`src/rtl/rect_pkg.sv`:
```
// Shared types and constants for the rectangle rasteriser and related plot-path blocks.
package rect_pkg;

  typedef enum logic {
    IDLE = 1'b0,
    EMIT = 1'b1
  } rect_state_t;

  localparam logic MODE_FILL    = 1'b0;
  localparam logic MODE_OUTLINE = 1'b1;

endpackage

```
`src/rtl/rect_corner_norm.sv`:
```
// Combinational corner normalisation: sorts two corners into min/max x and y bounds.
module rect_corner_norm #(
  parameter int COORD_W = 16
) (
  input  logic [COORD_W-1:0] x0,
  input  logic [COORD_W-1:0] y0,
  input  logic [COORD_W-1:0] x1,
  input  logic [COORD_W-1:0] y1,
  output logic [COORD_W-1:0] xmin,
  output logic [COORD_W-1:0] xmax,
  output logic [COORD_W-1:0] ymin,
  output logic [COORD_W-1:0] ymax
);

  assign xmin = (x0 < x1) ? x0 : x1;
  assign xmax = (x0 < x1) ? x1 : x0;
  assign ymin = (y0 < y1) ? y0 : y1;
  assign ymax = (y0 < y1) ? y1 : y0;

endmodule

```
`src/rtl/rect_raster.sv`:
```
// Rectangle rasteriser: walks a normalised rectangle in row-major order, emitting
// one pixel per cycle (filled or outline) over a valid/ready stream.
module rect_raster
  import rect_pkg::*;
#(
  parameter int COORD_W = 16
) (
  input  logic               clock,
  input  logic               reset,
  input  logic               cmd_valid,
  output logic               cmd_ready,
  input  logic [COORD_W-1:0] cmd_x0,
  input  logic [COORD_W-1:0] cmd_y0,
  input  logic [COORD_W-1:0] cmd_x1,
  input  logic [COORD_W-1:0] cmd_y1,
  input  logic               cmd_outline,
  output logic               pix_valid,
  input  logic               pix_ready,
  output logic [COORD_W-1:0] pix_x,
  output logic [COORD_W-1:0] pix_y,
  output logic               pix_last,
  output logic               busy
);

  localparam logic [COORD_W-1:0] ONE = COORD_W'(1);

  rect_state_t        state_q, state_d;
  logic [COORD_W-1:0] x_q, x_d, y_q, y_d;
  logic [COORD_W-1:0] xmin_q, xmin_d, xmax_q, xmax_d;
  logic [COORD_W-1:0] ymin_q, ymin_d, ymax_q, ymax_d;
  logic               mode_q, mode_d;
  logic               valid_q, valid_d;
  logic               last_q, last_d;
  logic               busy_q, busy_d;

  logic [COORD_W-1:0] n_xmin, n_xmax, n_ymin, n_ymax;
  logic [COORD_W-1:0] x_adv, y_adv;

  rect_corner_norm #(.COORD_W(COORD_W)) u_norm (
    .x0   (cmd_x0),
    .y0   (cmd_y0),
    .x1   (cmd_x1),
    .y1   (cmd_y1),
    .xmin (n_xmin),
    .xmax (n_xmax),
    .ymin (n_ymin),
    .ymax (n_ymax)
  );

  // Next coordinate after a transfer; compared against the max before incrementing
  // so a rectangle touching 2^COORD_W-1 never wraps.
  always_comb begin
    x_adv = x_q + ONE;
    y_adv = y_q;
    if (x_q == xmax_q) begin
      x_adv = xmin_q;
      y_adv = y_q + ONE;
    end else if (mode_q == MODE_OUTLINE && y_q != ymin_q && y_q != ymax_q
                 && x_q == xmin_q) begin
      x_adv = xmax_q;
    end
  end

  // NOTE: every signal written here gets a default first, so no path leaves one
  // unassigned and no latch is inferred.
  always_comb begin
    state_d = state_q;
    x_d     = x_q;
    y_d     = y_q;
    xmin_d  = xmin_q;
    xmax_d  = xmax_q;
    ymin_d  = ymin_q;
    ymax_d  = ymax_q;
    mode_d  = mode_q;
    valid_d = valid_q;
    last_d  = last_q;
    busy_d  = busy_q;
    case (state_q)
      IDLE: begin
        if (cmd_valid) begin
          state_d = EMIT;
          xmin_d  = n_xmin;
          xmax_d  = n_xmax;
          ymin_d  = n_ymin;
          ymax_d  = n_ymax;
          mode_d  = cmd_outline;
          x_d     = n_xmin;
          y_d     = n_ymin;
          valid_d = 1'b1;
          busy_d  = 1'b1;
          last_d  = (n_xmin == n_xmax) && (n_ymin == n_ymax);
        end
      end
      EMIT: begin
        if (pix_ready) begin
          if (last_q) begin
            state_d = IDLE;
            valid_d = 1'b0;
            busy_d  = 1'b0;
            last_d  = 1'b0;
          end else begin
            x_d    = x_adv;
            y_d    = y_adv;
            last_d = (x_adv == xmax_q) && (y_adv == ymax_q);
          end
        end
      end
      default: state_d = IDLE;
    endcase
  end

  // NOTE: sequential state uses non-blocking assignments only, so every flop
  // samples the values from before this edge.
  always_ff @(posedge clock) begin
    if (reset) begin
      state_q <= IDLE;
      x_q     <= '0;
      y_q     <= '0;
      xmin_q  <= '0;
      xmax_q  <= '0;
      ymin_q  <= '0;
      ymax_q  <= '0;
      mode_q  <= MODE_FILL;
      valid_q <= 1'b0;
      last_q  <= 1'b0;
      busy_q  <= 1'b0;
    end else begin
      state_q <= state_d;
      x_q     <= x_d;
      y_q     <= y_d;
      xmin_q  <= xmin_d;
      xmax_q  <= xmax_d;
      ymin_q  <= ymin_d;
      ymax_q  <= ymax_d;
      mode_q  <= mode_d;
      valid_q <= valid_d;
      last_q  <= last_d;
      busy_q  <= busy_d;
    end
  end

  // Ready is held low while reset is asserted and never looks at pix_ready.
  assign cmd_ready = (state_q == IDLE) && !reset;
  assign pix_valid = valid_q;
  assign pix_x     = x_q;
  assign pix_y     = y_q;
  assign pix_last  = last_q;
  assign busy      = busy_q;

endmodule

```
`config.mk`:
```
export PLATFORM = sky130hd
export DESIGN_NAME = rect_raster
export DESIGN_NICKNAME = d
export VERILOG_FILES = /design/src/rtl/rect_pkg.sv /design/src/rtl/rect_corner_norm.sv /design/src/rtl/rect_raster.sv
export SDC_FILE = /design/constraint.sdc
export NUM_CORES = 1
export LEC_CHECK = 0
export BUFFER_PORTS_ARGS = -buffer_cell sky130_fd_sc_hd__buf_2
export CORE_AREA = 5 5 124 155
export DETAILED_ROUTE_END_ITERATION = 8
export DIE_AREA = 0 0 129 160
export MAX_ROUTING_LAYER = met4
export PLACE_DENSITY = 0.67
export SETUP_SLACK_MARGIN = 0.05
export SYNTH_ARGS = -nofsm -noshare
export SYNTH_HDL_FRONTEND = slang
export SYNTH_SLANG_ARGS = --single-unit
```
`constraint.sdc`:
```
create_clock -name clock -period 2.7 [get_ports clock]
set_input_delay 0.54 -clock clock [delete_from_list [all_inputs] [get_ports clock]]
set_output_delay 0.54 -clock clock [all_outputs]
set_load 0.02 [all_outputs]
```
# Word-level counts from Yosys, hierarchy flattened
# Index checks and enable logic that the tools add are counted.
[classes] add_sub_neg=2 magnitude_cmp=2 n_eq_ne=12 muxes=27 bitwise_logic=1 n_reduce_logical=11
[op_table] op="$mux W16" count=13
[op_table] op="$eq A16 B16 Y1" count=6
[op_table] op="$pmux W16 S2" count=2
[op_table] op="$add A16 B1 Y16 const B" count=2
[op_table] op="$lt A16 B16 Y1" count=2
[op_table] op="$ne A16 B16 Y1" count=2
[op_table] op="$mux W1" count=9
[op_table] op="$logic_and A1 B1 Y1" count=6
[op_table] op="$ne A2 B2 Y1 const B" count=3
[op_table] op="$pmux W1 S2" count=3
[op_table] op="$reduce_and A3 Y1" count=2
[op_table] op="$reduce_and A2 Y1" count=2
[op_table] op="$ne A2 B1 Y1 const B" count=1
[op_table] op="$logic_not A1 Y1" count=1
[op_table] op="$not A1 Y1" count=1
[totals] reg_bits=100 in_bits=69 out_inout_bits=36 elab_cells=65

# Logic depth before layout (Yosys ltp)
# Gate-level depths: netlist of the first run.
[depth] word_depth=11 mapped_depth=12 mapped_depth_nobuf=10

# Hierarchy
# From an unflattened synthesis of the first run, not the netlist that was laid out.
[unflattened] cells_unflattened=1076 hier_area_um2=8440.6
[by_module_without_submodules] mod="rect_raster" n_inst=1 cells_each=904 area_each_um2=6740.2 seq_area_each_um2=2001.9
[by_module_without_submodules] mod="rect_corner_norm" n_inst=1 cells_each=172 area_each_um2=1700.4 seq_area_each_um2=0.0

# Worst setup path before layout of the first run
# No wires, ideal clock.
[synth_timing] path_type="input to register" startpoint="input port cmd_x1[9]" endpoint="register x_q[0] (netlist: pix_x[0])" setup_ps=138 arrival_time_ps=2504 required_time_ps=2562 path_slack_ps=58 path_stages=11 n_path_buf=2 path_cell_list="inv_1 > ha_1 > a21o_1 > a21o_1 > a2111oi_0 > o31a_1 > a31oi_1 > buf_2 > buf_2 > a21oi_1 > o221ai_1"
[synth_via] elab_chain_cells=4
[synth_lines] element="start, declared" line_no="rect_raster.sv:14" source="input logic [COORD_W-1:0] cmd_x1,"
[synth_lines] element="$lt A16 B16 Y1" line_no="rect_corner_norm.sv:15" source="assign xmin = (x0 < x1) ? x0 : x1;"
[synth_lines] element="$mux W16" line_no="rect_corner_norm.sv:15"
[synth_lines] element="$mux W16" line_no="rect_raster.sv:80" source="if (cmd_valid) begin"
[synth_lines] element="$pmux W16 S2" line_no="rect_raster.sv:78" source="case (state_q)"
[synth_lines] element="end signal, assigned" line_no="rect_raster.sv:117" source="x_q <= '0;"
[synth_lines] element="end signal, assigned" line_no="rect_raster.sv:129" source="x_q <= x_d;"
[synth_lines] element="end, declared" line_no="rect_raster.sv:28" source="logic [COORD_W-1:0] x_q, x_d, y_q, y_d;"
# Every way passes these cells. The select of a mux whose other input is x is not followed.
# A chain may end at the register's enable or synchronous reset.

# Worst setup path in the final report of the first run
[layout_timing] startpoint="register x_q[0] (netlist: pix_x[0])" endpoint="register last_q (netlist: pix_last)"
[layout_via] elab_chain_cells=9 elab_cells_between_ends=13 classes_between="1 x add/sub; 4 x eq/ne; 6 x mux; 2 x reduce/logical"
[layout_lines] element="parallel branches: the longest is 5 deep, another holds $add A16 B1 Y16"
[layout_lines] element="$logic_and A1 B1 Y1 *" line_no="rect_raster.sv:104" source="last_d = (x_adv == xmax_q) && (y_adv == ymax_q);"
[layout_lines] element="$mux W1 *" line_no="rect_raster.sv:96" source="if (last_q) begin"
[layout_lines] element="$mux W1 *" line_no="rect_raster.sv:95" source="if (pix_ready) begin"
[layout_lines] element="$pmux W1 S2 *" line_no="rect_raster.sv:78"
[layout_lines] element="end signal, assigned" line_no="rect_raster.sv:137" source="last_q <= last_d;"
[layout_lines] element="end, declared" line_no="rect_raster.sv:33" source="logic last_q, last_d;"
# Mark *: on every way between the ends. The select of a mux whose other input is x is not followed.

==> flow_summary.json, run 1 <==
{
  "status": "finished clean",
  "rr_worst_depth": 8,
  "max_freq_ghz": 0.3899,
  "relSlewSlack": 0.5644,
  "fillCellCount": 1674,
  "place_hpwl_um": 21960,
  "powerDensity_nw_per_um2": 497.3,
  "fp-row-count": 54,
  "wl_per_cell_um": 19.78,
  "hold_end": "state_q$_SDFF_PP0_",
  "layoutNonFillerInstCount": 1393,
  "synth_ff_type": "dfxtp_1",
  "setup_viol": 0,
  "htreeDepth": 3,
  "die_height_um": 160,
  "route.met2.wl_um": 13920,
  "cts_buffers": 9,
  "fp.dieW_um": 129,
  "grt_max_degree": 62,
  "top_layer": "met4",
  "tightestPinTransition_ns": 0.6519,
  "cp_cell_sequence": "xor2_1, and4b_1, nand4_4, nor2_1, mux2_2, a41oi_1, a211oi_2, a41o_1",
  "ctsRootBufferMaster": "clkbuf_16",
  "path_class": "flop to flop",
  "skew_ns": 0.01104,
  "gr-total-overflow": 0,
  "drt-vias-per-instance": 5.866,
  "worstReg2RegStart": "pix_x[0]$_SDFFE_PP0P_",
  "ys_seq_area_frac": 0.2539,
  "hold_viol": 0,
  "netlist_area_um2": 7884,
  "clkSinkCount": 100,
  "p_leak_uw": 0.004372,
  "dr.pass1.iters": 5,
  "core_um2": 17430,
  "crit_path_max_incr_delay_ns": 0.45,
  "nets": 1267,
  "cts.path.max_buffers": 2,
  "reg2reg_to": "pix_last$_SDFFE_PP0P_",
  "critPathRequiredTime_ns": 2.95,
  "track_usage": 0.2686,
  "postCtsHoldBufs": 0,
  "antenna_left": 0,
  "grt_pass1_wl_um": 42170,
  "hold_path_depth": 2,
  "min_period_over_period": 0.9498,
  "portBuffers": 104,
  "antenna_found_initial": 0,
  "synthTopCellsByArea": "dfxtp_1, xor2_1, a21oi_1",
  "start_kind": "flop",
  "synth_edf_count": 0,
  "clk_latency_ns": 0.36,
  "final_cell_mix": "buf_4, nor2_1, buf_2",
  "drcViolationCount": 0,
  "dp_cells": 1374,
  "dr.first_iter.drc_count": 614,
  "syn_nets": 1127,
  "wl_met3_um": 1305,
  "holdCritStartpoint": "pix_ready",
  "dieArea_um2": 20640,
  "crit_fanout": 15,
  "hold_class": "input pin to flop",
  "maxCapViolCount": 0,
  "cts_tree": "done",
  "arrival_ns": 2.82,
  "drive_gt1_frac": 0.2378,
  "ys_ff_latch": 100,
  "first_global_vias": 7860,
  "async_reset_ff_frac": 0,
  "r2r_slack_ns": 0.14,
  "critical-path-slowest-cell": "dfxtp_1",
  "synthCells": 1024,
  "drt-total-wl_um": 27550,
  "yosysWarnings": 0,
  "crit_path_end_kind": "flop",
  "final_common_cell": "buf_4",
  "slew_violations": 0,
  "io_pins": 105,
  "ir_drop_mv": 0.4704,
  "fin_crit_ns": 2.565,
  "synth.top_cell.area_share": 0.2539,
  "p_total_uw": 4746,
  "dr_total_vias": 8172,
  "syn_avg_cell_area_um2": 7.699,
  "diodes": 0,
  "clkTransAtPathRegs_ns": 0.08,
  "setup_tns_ns": 0,
  "gp_congestion": 0.9720,
  "rsz0062_at_grt": "no",
  "syn_to_final_growth_pct": 21.06,
  "yosysTopAreaCell": "dfxtp_1",
  "met1_length_um": 10550,
  "start_util": 0.4523,
  "ys_types": 71
}
[worst max-delay path: cells and delay by family, from the launching register on]
family,cells,cell delay (ns)
xor+xnor,1,0.17
flops,1,0.45
mux,1,0.36
compound gates,3,0.55
simple gates,3,0.91
[through the flow]
step                        util  cell area [um^2]  setup WS, ns  hold slack [ns]
after global routing      0.5475              9544       0.06352           0.4000
after detailed placement  0.5278              9200       -0.1738           0.4614
after global placement    0.5278              9200      -0.09184           0.4547
final                     0.5475              9544        0.1354           0.4025
after CTS                 0.5457              9513        0.1295           0.3981
after floorplan                -              7884       0.05849           0.4319
[report_power, final]
part	leakage (uW)	switching [uW]	internal [uW]
Clock	0.000152	619	734
Combinational	0.00339	949	704
Sequential	0.000825	140	1600
Total	0.00437	1710	3040
[worst max path at each step]
stage,start,endpoint,cells past startpoint
after CTS,pix_y[5]$_SDFFE_PP0P_,pix_x[9]$_SDFFE_PP0P_,9
after detailed placement,cmd_x1[9],xmax_q[9]$_SDFFE_PP0P_,12
after global routing,cmd_x1[9],pix_x[14]$_SDFFE_PP0P_,11
after global placement,cmd_x1[9],pix_x[9]$_SDFFE_PP0P_,11
final,pix_x[0]$_SDFFE_PP0P_,pix_last$_SDFFE_PP0P_,8
after floorplan,cmd_x1[9],pix_x[0]$_SDFFE_PP0P_,11
[sequential cells by signal, summed over array words and instances (netlist names)]
name / flops
state_q: 1
mode_q: 1
pix_y: 16
pix_last: 1
xmin_q: 16
pix_x: 16
busy: 1
xmax_q: 16
ymin_q: 16
ymax_q: 16
[metal layers]
metal  track usage  up-vias
met4        0.1385        0
met3       0.03809      100
li1              -     3947
met5             -        -
met2        0.4670      316
met1        0.2935     3809
[cell families (layout without fill, tap and decap cells)]
| logic type | Yosys count | in the layout | synth area share |
|---|---|---|---|
| AO/OA/AOI/OAI | 269 | 269 | 0.2238 |
| XOR/XNOR | 100 | 100 | 0.1120 |
| adder cells (fa/ha/maj) | 34 | 34 | 0.05396 |
| buffers and inverters | 138 | 283 | 0.07586 |
| flip-flops | 100 | 100 | 0.2539 |
| multiplexers | 43 | 43 | 0.05587 |
| AND/OR/NAND/NOR | 340 | 340 | 0.2246 |
[layout make-up]
class                   count  area [um^2]  area share
clock inverters             7        81.33    0.008521
repair buffers            223         1464      0.1534
multi-input cells         786         5324      0.5578
clock buffers               9        225.2     0.02360
flip-flops and latches    100         2004      0.2100
inverters                  44        165.2     0.01730
well taps                 224        280.3     0.02937
[cells in the mapped netlist, types with 3 or more instances]
library cell,number
or2_2,4
a21o_1,25
and2_1,3
nor3_1,27
xor2_1,58
o21ai_0,27
nor3b_1,4
and3_1,8
nand3b_1,15
a211oi_1,54
o21a_1,7
a31oi_1,4
o221ai_1,17
a21oi_1,93
nand2_1,59
mux2_2,8
clkbuf_1,53
nor4_4,4
o22ai_1,6
nor3_2,5
nand2b_1,7
nand4_1,21
dfxtp_1,100
xnor2_1,41
inv_1,43
clkbuf_2,4
nor2b_1,6
nand3_1,36
buf_6,3
a311oi_1,4
ha_1,34
buf_2,30
and4_1,3
nor2_1,112
nor4_1,14
o21ai_1,8
mux2i_1,35
[what timing repair did]
action | CTS | global route
resized for setup | 1 | 4
buffers inserted | 0 | 3
endpoints found under the setup margin | 1 | 30
pin swaps | 0 | 2
Power figures use the tool's default switching activity.
==> inputs of run 2 (changes only) <==
Settings changed: CAP_MARGIN set to 20, CORE_AREA 5 5 124 155 to 5 5 151 190, CTS_BUF_LIST set to sky130_fd_sc_hd__clkbuf_8, DIE_AREA 0 0 129 160 to 0 0 156 195, PLACE_DENSITY 0.67 to not set.
==> flow_summary.json, run 2 (same netlist as run 1, synthesis figures left out) <==
{
  "final_common_cell": "buf_4",
  "critPathRequiredTime_ns": 3.05,
  "dr.first_iter.drc_count": 559,
  "crit_fanout": 5,
  "drt-vias-per-instance": 5.269,
  "drt-total-wl_um": 28870,
  "wl_per_cell_um": 18.90,
  "rsz0062_at_grt": "yes",
  "grt_max_degree": 98,
  "fp-row-count": 67,
  "seqPwrFrac": 0.394,
  "cts_tree": "done",
  "dr_total_vias": 8046,
  "max_freq_ghz": 0.3889,
  "drcViolationCount": 0,
  "hold_path_depth": 2,
  "powerDensity_nw_per_um2": 453.9,
  "skew_ns": 0.02162,
  "final_cell_area_um2": 9681,
  "htreeDepth": 3,
  "arrival_ns": 2.92,
  "dp_cells": 1507,
  "setup_tns_ns": 0,
  "nets": 1280,
  "path_class": "flop to flop",
  "relSlewSlack": 0.5171,
  "clk_latency_ns": 0.40,
  "setup_viol": 0,
  "grt_pass1_wl_um": 43820,
  "maxCapViolCount": 0,
  "portBuffers": 104,
  "antenna_left": 0,
  "pwr-share-comb": 0.386,
  "ir_drop_mv": 0.2938,
  "top_usage_layer": "met2",
  "netSwitchingPower_uw": 1717,
  "rr_worst_depth": 9,
  "cts_buffers": 9,
  "dieArea_um2": 30420,
  "hold_end": "state_q$_SDFF_PP0_",
  "gp_congestion": 0.9535,
  "status": "finished clean",
  "hold_class": "input pin to flop",
  "grtUsageMet3": 0.02414,
  "io_pins": 105,
  "start_util": 0.2967,
  "dr.pass1.iters": 6,
  "hold_viol": 0,
  "crit_path_end_kind": "flop",
  "fillCellCount": 2834,
  "worstReg2RegStart": "pix_x[1]$_SDFFE_PP0P_",
  "fin_crit_ns": 2.571,
  "track_usage": 0.1887,
  "first_global_vias": 7897,
  "p_total_uw": 4394,
  "die_height_um": 195,
  "antenna_found_initial": 0,
  "grt_use_met1": 0.2169,
  "netSwitchingFraction": 0.3907,
  "core_um2": 26570,
  "internal_power_uw": 2677,
  "syn_to_final_growth_pct": 22.79,
  "clkSinkCount": 100,
  "post_dp_cell_area_um2": 9454,
  "tightestPinTransition_ns": 0.7226,
  "slew_violations": 0,
  "min_period_over_period": 0.9524,
  "holdCritStartpoint": "pix_ready",
  "ctsRootBufferMaster": "clkbuf_8",
  "fp.dieW_um": 156,
  "place_hpwl_um": 22850,
  "r2r_slack_ns": 0.13,
  "p_leak_uw": 0.004374,
  "diodes": 0,
  "gr-total-overflow": 0,
  "clkTransAtPathRegs_ns": 0.12,
  "reg2reg_to": "pix_last$_SDFFE_PP0P_",
  "drive_gt1_frac": 0.2462,
  "final_cell_mix": "buf_4, nor2_1, buf_2",
  "final_util": 0.3643,
  "start_kind": "flop",
  "met2_usage": 0.3383,
  "pwr-share-clk": 0.221,
  "cts.path.max_buffers": 2,
  "layoutNonFillerInstCount": 1527
}
## run 2: worst max path at each step
stage                       startpoint               endpoint  slack, ns  cells after the start
6_report         pix_x[1]$_SDFFE_PP0P_  pix_last$_SDFFE_PP0P_       0.13                      9
5_1_grt        xmax_q[12]$_SDFFE_PP0P_  pix_last$_SDFFE_PP0P_       0.04                      9
4_1_cts          pix_x[3]$_SDFFE_PP0P_  pix_last$_SDFFE_PP0P_       0.09                      9
3_5_place_dp                 cmd_x1[9]  pix_x[4]$_SDFFE_PP0P_      -0.25                     11
3_3_place_gp                 cmd_x1[9]  pix_x[4]$_SDFFE_PP0P_      -0.19                     11
2_1_floorplan                cmd_x1[9]  pix_x[0]$_SDFFE_PP0P_       0.06                     11
## run 2: through the flow
| step | hold WS [ns] | setup slack [ns] |
|---|---|---|
| 3_3_place_gp | 0.4546 | -0.1857 |
| 4_1_cts | 0.3603 | 0.09206 |
| 3_5_place_dp | 0.4599 | -0.2540 |
| 5_1_grt | 0.3785 | 0.04045 |
| 2_1_floorplan | 0.4319 | 0.05849 |
| 6_report | 0.3775 | 0.1285 |
## run 2: critical path: stages (launching register included)
cell      delay, ns
dfxtp_1        0.46
buf_4          0.19
nand3_1        0.20
nor4_4         0.49
o221ai_1       0.20
a21oi_1        0.13
nor4bb_1       0.38
nand4_1        0.18
nand3_1        0.14
a41o_1         0.16
## run 2: metal layers
metal / vias to the layer above / part of all wire
li1: 3963 / -
met1: 3813 / 0.40
met2: 225 / 0.52
met3: 45 / 0.043
met4: 0 / 0.029
met5: - / 0
## run 2: timing repair
action | CTS | global route
endpoints found under the setup margin | 1 | 13
buffers inserted | 3 | 1
pin swaps | 0 | 2
hold buffers | 0 | 0
resized for setup | 0 | 5
endpoints found under the hold margin | 0 | 0
## run 2: layout make-up
type / instances / area, um^2 / share of cell area
tap: 345 / 431.7 / 0.04459
multi-input combinational: 786 / 5321 / 0.5497
inverter: 44 / 165.2 / 0.01706
clock inverter: 7 / 60.06 / 0.006204
clock buffer: 9 / 123.9 / 0.01280
sequential: 100 / 2004 / 0.2071
timing repair buffer: 236 / 1574 / 0.1626
## run 2: power groups by stage
stage | clock network [uW] | registers [uW] | logic (uW)
floorplan | 0 | 1770 | 1010
global placement | 0 | 1760 | 1670
detailed placement | 0 | 1760 | 1680
CTS | 987 | 1730 | 1690
global route | 1040 | 1750 | 1840
finish | 970 | 1730 | 1690
==> inputs of run 3 (changes only) <==
Settings changed: CORE_AREA 5 5 151 190 to 5 5 114 142, DIE_AREA 0 0 156 195 to 0 0 119 147, PLACE_DENSITY set to 0.78, SKIP_CTS_REPAIR_TIMING set to 1.
==> flow_summary.json, run 3 (same netlist as run 1, synthesis figures left out) <==
{
  "status": "finished clean",
  "path_class": "flop to flop",
  "clkTransAtPathRegs_ns": 0.12,
  "setup_viol": 0,
  "hold_class": "input pin to flop",
  "max_freq_ghz": 0.3831,
  "arrival_ns": 2.95,
  "nets": 1283,
  "crit_path_end_kind": "flop",
  "reg2reg_to": "pix_last$_SDFFE_PP0P_",
  "place_hpwl_um": 21410,
  "dp_cells": 1344,
  "clk_latency_ns": 0.41,
  "min_period_over_period": 0.9667,
  "grt_max_degree": 101,
  "holdCritStartpoint": "pix_ready",
  "r2r_slack_ns": 0.09,
  "io_pins": 105,
  "hold_viol": 0,
  "rsz0062_at_grt": "yes",
  "internal_power_uw": 2686,
  "final_common_cell": "buf_4",
  "pwr-share-clk": 0.221,
  "dr.pass1.iters": 5,
  "hold_path_depth": 2,
  "seqPwrFrac": 0.396,
  "netSwitchingFraction": 0.3956,
  "cts.path.max_buffers": 2,
  "grt_pass1_wl_um": 42590,
  "ctsRootBufferMaster": "clkbuf_8",
  "crit_fanout": 10,
  "skew_ns": 0.02026,
  "gp_congestion": 1.083,
  "wl_per_cell_um": 20.46,
  "rr_worst_depth": 8,
  "fin_crit_ns": 2.610,
  "clkSinkCount": 100,
  "setup_tns_ns": 0,
  "netSwitchingPower_uw": 1758,
  "track_usage": 0.3175,
  "dieArea_um2": 17490,
  "start_util": 0.5340,
  "portBuffers": 104,
  "p_total_uw": 4444,
  "powerDensity_nw_per_um2": 468.2,
  "cts_tree": "done",
  "hold_end": "state_q$_SDFF_PP0_",
  "start_kind": "flop",
  "final_util": 0.6429,
  "final_cell_area_um2": 9492,
  "first_global_vias": 8076,
  "diodes": 0,
  "pwr-share-comb": 0.383,
  "layoutNonFillerInstCount": 1367,
  "fp.dieW_um": 119,
  "ir_drop_mv": 0.5099,
  "post_dp_cell_area_um2": 9213,
  "fp-row-count": 50,
  "dr.first_iter.drc_count": 743,
  "syn_to_final_growth_pct": 20.39,
  "cts_buffers": 9,
  "antenna_left": 0,
  "p_leak_uw": 0.004393,
  "fillCellCount": 1317,
  "maxCapViolCount": 0,
  "drt-total-wl_um": 27970,
  "dr_total_vias": 8485,
  "critPathRequiredTime_ns": 3.04,
  "tightestPinTransition_ns": 0.6305,
  "core_um2": 14760,
  "relSlewSlack": 0.5786,
  "antenna_found_initial": 0,
  "worstReg2RegStart": "pix_x[3]$_SDFFE_PP0P_",
  "final_cell_mix": "buf_4, nor2_1, buf_2",
  "drcViolationCount": 0,
  "die_height_um": 147,
  "gr-total-overflow": 0,
  "drive_gt1_frac": 0.2498,
  "drt-vias-per-instance": 6.207,
  "htreeDepth": 3,
  "slew_violations": 0
}
-- run 3: cell types whose count changed in the layout (fill, tap and decap cells not counted), sizes merged --
cell | before | now
nand4 | 22 | 24
inv | 46 | 48
clkinvlp | 2 | 0
a31oi | 4 | 5
-- run 3: how the worst max path moves through the flow --
stage | end | cells after the start | slack (ns) | from
6_report | pix_last$_SDFFE_PP0P_ | 8 | 0.09 | pix_x[3]$_SDFFE_PP0P_
5_1_grt | pix_last$_SDFFE_PP0P_ | 8 | 0.02 | pix_x[3]$_SDFFE_PP0P_
4_1_cts | pix_last$_SDFFE_PP0P_ | 8 | 0.09 | pix_x[0]$_SDFFE_PP0P_
3_5_place_dp | pix_x[13]$_SDFFE_PP0P_ | 11 | -0.29 | cmd_x1[9]
3_3_place_gp | pix_x[4]$_SDFFE_PP0P_ | 11 | -0.16 | cmd_x1[9]
2_1_floorplan | pix_x[0]$_SDFFE_PP0P_ | 11 | 0.06 | cmd_x1[9]
-- run 3: layout make-up --
cell class | count | area, um^2 | share of cell area
clock inverter | 7 | 66.31 | 0.006987
clock buffer | 9 | 123.9 | 0.01305
tap | 182 | 227.7 | 0.02399
sequential | 100 | 2007 | 0.2114
timing repair buffer | 236 | 1540 | 0.1623
multi-input combinational | 789 | 5361 | 0.5649
inverter | 44 | 165.2 | 0.01740
-- run 3: power by group through the flow --
stage                     combinational (uW)  clock, uW  sequential [uW]
after global routing                    1840       1050             1770
after detailed placement                1610          0             1780
after global placement                  1590          0             1780
after floorplan                         1010          0             1770
final                                   1700        982             1760
after CTS                               1620        984             1750
-- run 3: critical path, stage by stage, from the launching register on --
cell	delay [ns]
dfxtp_1	0.52
xor2_1	0.16
nor4_4	0.42
nand4_2	0.40
nor2_4	0.21
xor2_1	0.15
o2111ai_1	0.15
nor4_1	0.32
a41o_1	0.23
-- run 3: per-layer routing --
layer  up-vias  share of wire  global-route usage
met3       131          0.062             0.05121
met1      3957           0.36              0.3396
met4         0          0.083              0.2249
li1       3976              -                   -
met2       421           0.49              0.5321
met5         -              0                   -
-- run 3: through the flow --
stage	hold slack [ns]	setup WS [ns]
global route	0.3791	0.02138
CTS	0.3497	0.08775
global placement	0.4544	-0.1630
floorplan	0.4319	0.05849
finish	0.3573	0.09001
detailed placement	0.4605	-0.2880
